[src/rtl/speed_level_pkg.sv]
// rtl/speed_level_pkg.sv - shared types and helpers for the speed level generator
package speed_level_pkg;

    typedef enum logic {IDLE, RUN} state_e;

    typedef struct packed {
        logic       valid;
        logic [7:0] k;
    } dec_t;

    function automatic int unsigned period(input int unsigned lvl,
                                           input int unsigned num_levels,
                                           input int unsigned step_cycles);
        return (num_levels - lvl) * step_cycles;
    endfunction

    // Only a contiguous run of ones from bit 0 (2^(k+1)-1) selects a level.
    function automatic dec_t thermo_decode(input logic [63:0] code,
                                           input int unsigned num_levels);
        dec_t d;
        d = '0;
        for (int k = 0; k < 32; k++) begin
            if ((unsigned'(k) < num_levels) &&
                (code == ((64'd1 << (k + 1)) - 64'd1))) begin
                d.valid = 1'b1;
                d.k     = 8'(k);
            end
        end
        return d;
    endfunction

endpackage

[src/rtl/sw_debounce.sv]
// rtl/sw_debounce.sv - accepts a switch bank value once it has been steady long enough
module sw_debounce #(
    parameter int WIDTH         = 8,
    parameter int STABLE_CYCLES = 1_000_000
) (
    input  logic             clk,
    input  logic             rst,
    input  logic [WIDTH-1:0] sw,
    output logic [WIDTH-1:0] sw_stable
);
    localparam int CW = (STABLE_CYCLES > 1) ? $clog2(STABLE_CYCLES) : 1;
    localparam logic [CW-1:0] CNT_MAX = CW'(STABLE_CYCLES - 1);

    logic [WIDTH-1:0] sw_q;
    logic [WIDTH-1:0] sw_stable_q;
    logic [CW-1:0]    stab_cnt_q;

    always_ff @(posedge clk) begin
        if (rst) begin
            sw_q        <= '0;
            stab_cnt_q  <= '0;
            sw_stable_q <= '0;
        end else begin
            sw_q <= sw;
            if (sw != sw_q) begin
                stab_cnt_q <= '0;
            end else if (stab_cnt_q != CNT_MAX) begin
                stab_cnt_q <= stab_cnt_q + CW'(1);
            end
            if (stab_cnt_q == CNT_MAX) begin
                sw_stable_q <= sw_q;
            end
        end
    end

    assign sw_stable = sw_stable_q;

endmodule

[src/rtl/speed_level_gen.sv]
// rtl/speed_level_gen.sv - switch-selected game speed tick generator with auto-advance
module speed_level_gen
    import speed_level_pkg::*;
#(
    parameter int NUM_LEVELS    = 7,
    parameter int SW_WIDTH      = 8,
    parameter int STEP_CYCLES   = 20_000_000,
    parameter int STABLE_CYCLES = 1_000_000,
    parameter int ADV_TICKS     = 16
) (
    input  logic                          clk,
    input  logic                          rst,
    input  logic [SW_WIDTH-1:0]           sw,
    input  logic                          auto_adv,
    output logic                          tick,
    output logic                          clk_out,
    output logic                          valid_start,
    output logic [$clog2(NUM_LEVELS)-1:0] level,
    output logic                          level_up
);
    localparam int LW    = $clog2(NUM_LEVELS);
    localparam int CNT_W = $clog2(NUM_LEVELS * STEP_CYCLES);
    localparam int TW    = $clog2(ADV_TICKS + 1);

    logic [SW_WIDTH-1:0] sw_stable;

    sw_debounce #(
        .WIDTH        (SW_WIDTH),
        .STABLE_CYCLES(STABLE_CYCLES)
    ) u_debounce (
        .clk      (clk),
        .rst      (rst),
        .sw       (sw),
        .sw_stable(sw_stable)
    );

    // Registered decode keeps the decode cone out of the FSM's timing path.
    dec_t          dec_w;
    logic          dec_valid_q;
    logic [LW-1:0] dec_k_q;

    always_comb dec_w = thermo_decode(64'(sw_stable), NUM_LEVELS);

    always_ff @(posedge clk) begin
        if (rst) begin
            dec_valid_q <= 1'b0;
            dec_k_q     <= '0;
        end else begin
            dec_valid_q <= dec_w.valid && (dec_w.k < 8'(NUM_LEVELS));
            dec_k_q     <= LW'(dec_w.k);
        end
    end

    state_e             state_q, state_d;
    logic [LW-1:0]      level_q, level_d, req_last_q, req_last_d;
    logic [CNT_W-1:0]   div_cnt_q, div_cnt_d, last_w;
    logic [TW-1:0]      tick_cnt_q, tick_cnt_d;
    logic               pending_q, pending_d, pend_now;
    logic               tick_q, tick_d, clk_out_q, clk_out_d;
    logic               valid_q, valid_d, level_up_q, level_up_d;

    always_comb begin
        state_d    = state_q;
        level_d    = level_q;
        req_last_d = req_last_q;
        div_cnt_d  = div_cnt_q;
        tick_cnt_d = tick_cnt_q;
        pending_d  = pending_q;
        clk_out_d  = clk_out_q;
        valid_d    = valid_q;
        tick_d     = 1'b0;
        level_up_d = 1'b0;
        pend_now   = 1'b0;
        last_w     = CNT_W'(period(32'(level_q), NUM_LEVELS, STEP_CYCLES)) - CNT_W'(1);

        case (state_q)
            IDLE: begin
                if (dec_valid_q) begin
                    state_d    = RUN;
                    level_d    = dec_k_q;
                    req_last_d = dec_k_q;
                    div_cnt_d  = '0;
                    tick_cnt_d = '0;
                    pending_d  = 1'b0;
                    clk_out_d  = 1'b0;
                    valid_d    = 1'b1;
                end
            end
            RUN: begin
                if (!dec_valid_q) begin
                    state_d    = IDLE;
                    level_d    = '0;
                    req_last_d = '0;
                    div_cnt_d  = '0;
                    tick_cnt_d = '0;
                    pending_d  = 1'b0;
                    clk_out_d  = 1'b0;
                    valid_d    = 1'b0;
                end else begin
                    pend_now   = pending_q || (dec_k_q != req_last_q);
                    req_last_d = dec_k_q;
                    if (div_cnt_q >= last_w) begin
                        div_cnt_d = '0;
                        tick_d    = 1'b1;
                        clk_out_d = ~clk_out_q;
                        // A switch request at the boundary takes precedence over auto-advance.
                        if (pend_now) begin
                            level_d    = dec_k_q;
                            tick_cnt_d = '0;
                            pending_d  = 1'b0;
                        end else if (auto_adv) begin
                            if (tick_cnt_q >= TW'(ADV_TICKS - 1)) begin
                                if (level_q < LW'(NUM_LEVELS - 1)) begin
                                    level_d    = level_q + LW'(1);
                                    level_up_d = 1'b1;
                                    tick_cnt_d = '0;
                                end else begin
                                    tick_cnt_d = TW'(ADV_TICKS);
                                end
                            end else begin
                                tick_cnt_d = tick_cnt_q + TW'(1);
                            end
                        end else begin
                            tick_cnt_d = '0;
                        end
                    end else begin
                        div_cnt_d = div_cnt_q + CNT_W'(1);
                        pending_d = pend_now;
                        if (!auto_adv) begin
                            tick_cnt_d = '0;
                        end
                    end
                end
            end
            default: state_d = IDLE;
        endcase
    end

    always_ff @(posedge clk) begin
        if (rst) begin
            state_q    <= IDLE;
            level_q    <= '0;
            req_last_q <= '0;
            div_cnt_q  <= '0;
            tick_cnt_q <= '0;
            pending_q  <= 1'b0;
            tick_q     <= 1'b0;
            clk_out_q  <= 1'b0;
            valid_q    <= 1'b0;
            level_up_q <= 1'b0;
        end else begin
            state_q    <= state_d;
            level_q    <= level_d;
            req_last_q <= req_last_d;
            div_cnt_q  <= div_cnt_d;
            tick_cnt_q <= tick_cnt_d;
            pending_q  <= pending_d;
            tick_q     <= tick_d;
            clk_out_q  <= clk_out_d;
            valid_q    <= valid_d;
            level_up_q <= level_up_d;
        end
    end

    assign tick        = tick_q;
    assign clk_out     = clk_out_q;
    assign valid_start = valid_q;
    assign level       = level_q;
    assign level_up    = level_up_q;

endmodule
[config.mk]
export PLATFORM = sky130hd
export DESIGN_NAME = speed_level_gen
export DESIGN_NICKNAME = d
export VERILOG_FILES = /design/src/rtl/speed_level_pkg.sv /design/src/rtl/sw_debounce.sv /design/src/rtl/speed_level_gen.sv
export SDC_FILE = /design/constraint.sdc
export NUM_CORES = 1
export LEC_CHECK = 0
export ABC_AREA = 1
export BUFFER_PORTS_ARGS = -buffer_cell sky130_fd_sc_hd__buf_2
export CORE_ASPECT_RATIO = 1.25
export CORE_MARGIN = 2
export CORE_UTILIZATION = 24
export CTS_CLUSTER_DIAMETER = 120
export DETAILED_ROUTE_END_ITERATION = 10
export PLACE_DENSITY = 0.39
export RECOVER_POWER = 50
export REMOVE_ABC_BUFFERS = 1
export SLEW_MARGIN = 20
export SYNTH_ARGS = -nofsm -noshare
export SYNTH_HDL_FRONTEND = slang
export SYNTH_SLANG_ARGS = --single-unit
[constraint.sdc]
create_clock -name clk -period 10.9 [get_ports clk]
set_input_delay 1.09 -clock clk [delete_from_list [all_inputs] [get_ports clk]]
set_output_delay 1.09 -clock clk [all_outputs]
set_load 0.01 [all_outputs]
# After elaboration in Yosys (flattened, before gate mapping)
# Cells that the tools add are included.
[totals]
inputBits = 11
output_inout_bits = 7
elab_cells = 105
register_bits = 85
[classes]
magnitude_cmp = 4
multipliers = 1
bitwise = 6
eq_ne = 19
reduce_logical = 10
addsub = 6
mux = 44
[op_table]
columns = ["cell", "n"]
rows = [
  ["$mux W28", 3],
  ["$mux W9", 7],
  ["$pmux W28 S2", 1],
  ["$mux W5", 8],
  ["$mul A32 B17 Y20 const B", 1],
  ["$add A28 B1 Y28 const B", 1],
  ["$ge A28 B28 Y1", 1],
  ["$sub A28 B1 Y28 const B", 1],
  ["$mux W3", 8],
  ["$add A20 B1 Y20 const B", 1],
  ["$eq A20 B20 Y1 const B", 1],
  ["$ne A20 B20 Y1 const B", 1],
  ["$pmux W3 S2", 2],
  ["$mux W1", 11],
  ["$pmux W5 S2", 1],
  ["$eq A8 B1 Y1 const B", 1],
  ["$eq A8 B2 Y1 const B", 1],
  ["$eq A8 B3 Y1 const B", 1],
  ["$eq A8 B4 Y1 const B", 1],
  ["$eq A8 B5 Y1 const B", 1],
  ["$eq A8 B6 Y1 const B", 1],
  ["$eq A8 B7 Y1 const B", 1],
  ["$lt A8 B3 Y1 const B", 1],
  ["$ne A4 B2 Y1 const B", 2],
  ["other kinds (20)", 32],
]

# Longest topological paths before layout
[depth]
ltp_word = 10
ltp_mapped = 28
mapped_depth_nobuf = 28

# By module
# From an unflattened synthesis, not the netlist that was laid out.
[unflattened]
hier_cells = 979
hier_area_um2 = 6389.9
[by_module_without_submodules]
columns = ["mod", "cells_per_inst", "n_inst", "seq_area_each_um2", "area_per_inst_um2"]
rows = [
  ["speed_level_gen", 680, 1, 980.9, 4431.8],
  ["sw_debounce", 299, 1, 720.7, 1958.1],
]

# Worst setup path after synthesis
# OpenSTA, ideal clock, no wires.
[synth_path]
kind = "flip-flop to flip-flop"
from = "register level_q[2] (netlist: level[2])"
to = "register div_cnt_q[0]"
setup_slack_ps = 6677
required_ps = 10785
t_arrival_ps = 4109
setup_ps = 115
n_path_buf = 1
period_less_slack_ps = 4223
stages_incl_launch_ff = 26
path_cell_list = "dfxtp_1 inv_1 ha_1 ha_1 ha_1 ha_1 xnor2_2 nand2_1 nor2_2 nand2_1 nor2_2 nand2_2 nor2_4 nand3_1 nand2_1 nand2_1 ha_1 nand2_1 nor2_2 nand2_1 nor2_1 nand2_2 nand3_4 nor2_8 buf_6 o21a_1"
[synth_between]
elab_chain_len = 7
[synth_lines]
columns = ["item", "line_no", "text"]
rows = [
  ["start, declared", "speed_level_gen.sv:55", "logic [LW-1:0] level_q, level_d, req_last_q, req_last_d;"],
  ["start signal, assigned", "speed_level_gen.sv:153", "level_q <= level_d;"],
  ["$sub A3 B3 Y4", "speed_level_pkg.sv:14", "return (num_levels - lvl) * step_cycles;"],
  ["$mul A32 B17 Y20", "speed_level_pkg.sv:14", ""],
  ["$sub A28 B1 Y28", "speed_level_gen.sv:74", "last_w = CNT_W'(period(32'(level_q), NUM_LEVELS, STEP_CYCLES)) - CNT_W'(1);"],
  ["$ge A28 B28 Y1", "speed_level_gen.sv:102", "if (div_cnt_q >= last_w) begin"],
  ["$mux W28", "speed_level_gen.sv:102", ""],
  ["$mux W28", "speed_level_gen.sv:90", "if (!dec_valid_q) begin"],
  ["$pmux W28 S2", "speed_level_gen.sv:76", "case (state_q)"],
  ["end signal, assigned", "speed_level_gen.sv:155", "div_cnt_q <= div_cnt_d;"],
  ["end, declared", "speed_level_gen.sv:56", "logic [CNT_W-1:0] div_cnt_q, div_cnt_d, last_w;"],
]
# No other way between the ends.
# A chain may end at the register's enable or synchronous reset.

# Final worst setup path
[layout_path]
from = "register level_q[2] (netlist: level[2])"
to = "register div_cnt_q[15]"
# The elaborated chain is that of the path after synthesis.

==> flow_summary_export.csv <==
group,metric,value,unit
run_status,status,"finished with violations",
run_status,failed_checks,"max-capacitance violations, max-slew violations",
sta,final.setup.tns,0,ps
floorplanning,rows,64,
cts,cts_resized,0,
routing,routed_via_density,4.30,
worst_setup_path,startpoint_type,"flop",
floorplanning,die_height,179,um
logic_synthesis,async_reset_ff_share,0,%
cts,htree_levels,3,
logic_synthesis,yosys_warnings,0,
routing,drc,0,
worst_setup_path,cp_num_buf_inv,2,
sta,hold_viol,0,
sta,fin_crit_sh,45.2,%
place,place_congestion,0.775,
cts,post_cts_buffers,0,
finish,fill_cells,2744,
sta,setup_ws,5970,ps
sta,rsz0062_at_grt,"no",
floorplanning,ios,18,
finish,drive_above_1_share,7.51,%
sta,setup_viol,0,
finish,synthToLayoutAreaGrowth,12.0,%
logic_synthesis,synthTopCellsByCount,"nand2_1, nor2_1, inv_1",
logic_synthesis,ys.flop_type,"dfxtp_1",
logic_synthesis,synth.area.top_cells,"dfxtp_1, nand2_1, ha_1, nor2_1, inv_1",
grt,grt_pass1_vias,5115,
routing,drt-initial-drc-count,188,
place,dp_hpwl,11600,um
worst_setup_path,cpMaxStageDelayCell,"dfxtp_1",
worst_setup_path,critical_path.max_stage_delay,540,ps
logic_synthesis,syn_area,5870,um2
floorplanning,die_x,144,um
logic_synthesis,yosysMostFrequentCell,"nand2_1",
pwr,power_density,97.8,nW/um2
sta,max_freq,203,MHz
cts,cts.sinks,85,
sta,hold_slack,484,ps
routing,wl_met3,280,um
pwr,p_leak,2.74,nW
routing,wl_met1,7210,um
cts,insertion_delay,350,ps
logic_synthesis,synth_top_area_share,29.0,%
floorplanning,die_area,25700,um2
worst_setup_path,worstPathRequired,11150,ps
grt,overflow,0,
worst_setup_path,arrival,5180,ps
cts,cts_tree,"done",
floorplanning,initial_core_util,24.2,%
pwr,power,0.643,mW
routing,top_layer,"met4",
cts,cts_made_buffers,9,
sta,finClkSkew,14.3,ps
routing,dr.pass1.iters,4,
routing,vias,5256,
cts,path_clk_slew,70,ps
place,dp_slack,5960,ps
worst_setup_path,crit_path_end_kind,"flop",
grt,antenna_found_initial,0,
sta,drv_slew,45,
floorplanning,core_area,24300,um2
finish,antenna_cells,0,
flow_run,cap_violations,1,
routing,wl,15300,um
place,io_buffers,17,
worst_setup_path,setup.worst_path.class,"reg2reg",
grt,grt_max_degree,45,
logic_synthesis,synth_edf_count,0,
routing,wl_per_cell,12.5,um
routing,wl_met2,7500,um
worst_setup_path,critical-path-top-delay-family,"simple AND/OR/NAND/NOR gates",
logic_synthesis,synth_cells,876,
finish,final_area,6570,um2
sta,slew_headroom,-42.7,%
sta,period_minus_slack,4930,ps
grt,grt_util_all_layers,12.5,%
logic_synthesis,ys_ff_latch,85,
logic_synthesis,ys_seq_area_share,29.0,%
cts,cts-root-buf,"clkbuf_16",
sta,worst_slew_pin_slew,2140,ps
finish,nets,951,
logic_synthesis,avgSynthCellArea,6.70,um2
hold_path,min_path_type,"reg2reg",
cts,cts_hold_buf,0,
place,placed_area,6290,um2
logic_synthesis,synth.largest_area_cell,"dfxtp_1",
logic_synthesis,ys_types,45,
worst_setup_path,cpMostUsedCell,"nand2_1",
pwr,irDropWorstVdd,68.8,uV
cts,cts_buffer_depth,2,
grt,grt_first_pass_wirelength,25500,um
worst_setup_path,cp_max_fo,26,
routing,drtAntennaViolNets,0,
[registers in the layout, indices dropped and copies added (netlist names), 3 cells and up]
| name | count |
|---|---|
| tick_cnt_q | 5 |
| dec_k_q | 3 |
| u_debounce.stab_cnt_q | 20 |
| req_last_q | 3 |
| level | 3 |
| div_cnt_q | 28 |
| u_debounce.sw_q | 8 |
| u_debounce.sw_stable | 8 |
[worst min-delay path: cells and delay by family (launching register included)]
kind	cells	cell delay, ps
flip-flops	1	320
AO/OA/AOI/OAI	1	60
AND/OR/NAND/NOR	1	70
[final timing paths]
path	startpoint	endpoint	slack, ps	cells after the start
hold / removal	dec_k_q[0]	req_last_q[0]	480	2
setup / recovery	level[2]	div_cnt_q[15]	5970	25
hold reg to reg	dec_k_q[0]	req_last_q[0]	480	2
setup reg to reg	level[2]	div_cnt_q[15]	5970	25
[final cells by class]
cell class	count	area [um2]	share of cell area (%)
Sequential cell	85	1700	25.9
Inverter	112	420	6.40
Tap cell	330	413	6.28
Clock inverter	6	71.3	1.08
Timing Repair Buffer	19	87.6	1.33
Clock buffer	9	225	3.43
Multi-Input combinational cell	661	3650	55.6
[logic make-up after synthesis]
| kind of cell | after synthesis | synth area share, % |
|---|---|---|
| buf+inv | 130 | 8.72 |
| compound gates | 110 | 10.8 |
| simple gates | 467 | 35.4 |
| fa+ha+maj | 52 | 11.2 |
| xor+xnor | 32 | 4.90 |
| flops | 85 | 29.0 |
[where the power goes]
| part | internal [mW] | switching (mW) |
|---|---|---|
| Combinational | 0.00403 | 0.00761 |
| Clock | 0.179 | 0.140 |
| Sequential | 0.312 | 0.00114 |
[placed cells by master, fill, tap and decap left out, types with 8 or more instances in the layout]
cell type | Yosys | layout
clkbuf_16 | 0 | 9
a21oi_1 | 60 | 60
xor2_1 | 24 | 24
clkbuf_1 | 11 | 8
nand3_1 | 51 | 51
ha_1 | 51 | 51
nor2_1 | 111 | 111
nand4_1 | 27 | 27
nor3_1 | 14 | 14
nand2_1 | 219 | 220
dfxtp_1 | 85 | 85
o21ai_0 | 26 | 26
buf_2 | 3 | 10
inv_1 | 110 | 110
nor2_2 | 12 | 12
or2_2 | 10 | 10
[stage by stage]
stage | util (%) | cells
after floorplan | - | 858
after global placement | 25.9 | 1207
after detailed placement | 25.9 | 1207
after CTS | 27.2 | 1222
after global routing | 27.1 | 1222
final | 27.1 | 1222
[layer usage]
metal  GRT usage, %  up-vias
met1           15.3     2343
met4           4.45        0
met2           22.3       36
met5              0        -
li1               -     2862
met3           1.84       15
Power figures use the tool's default switching activity.
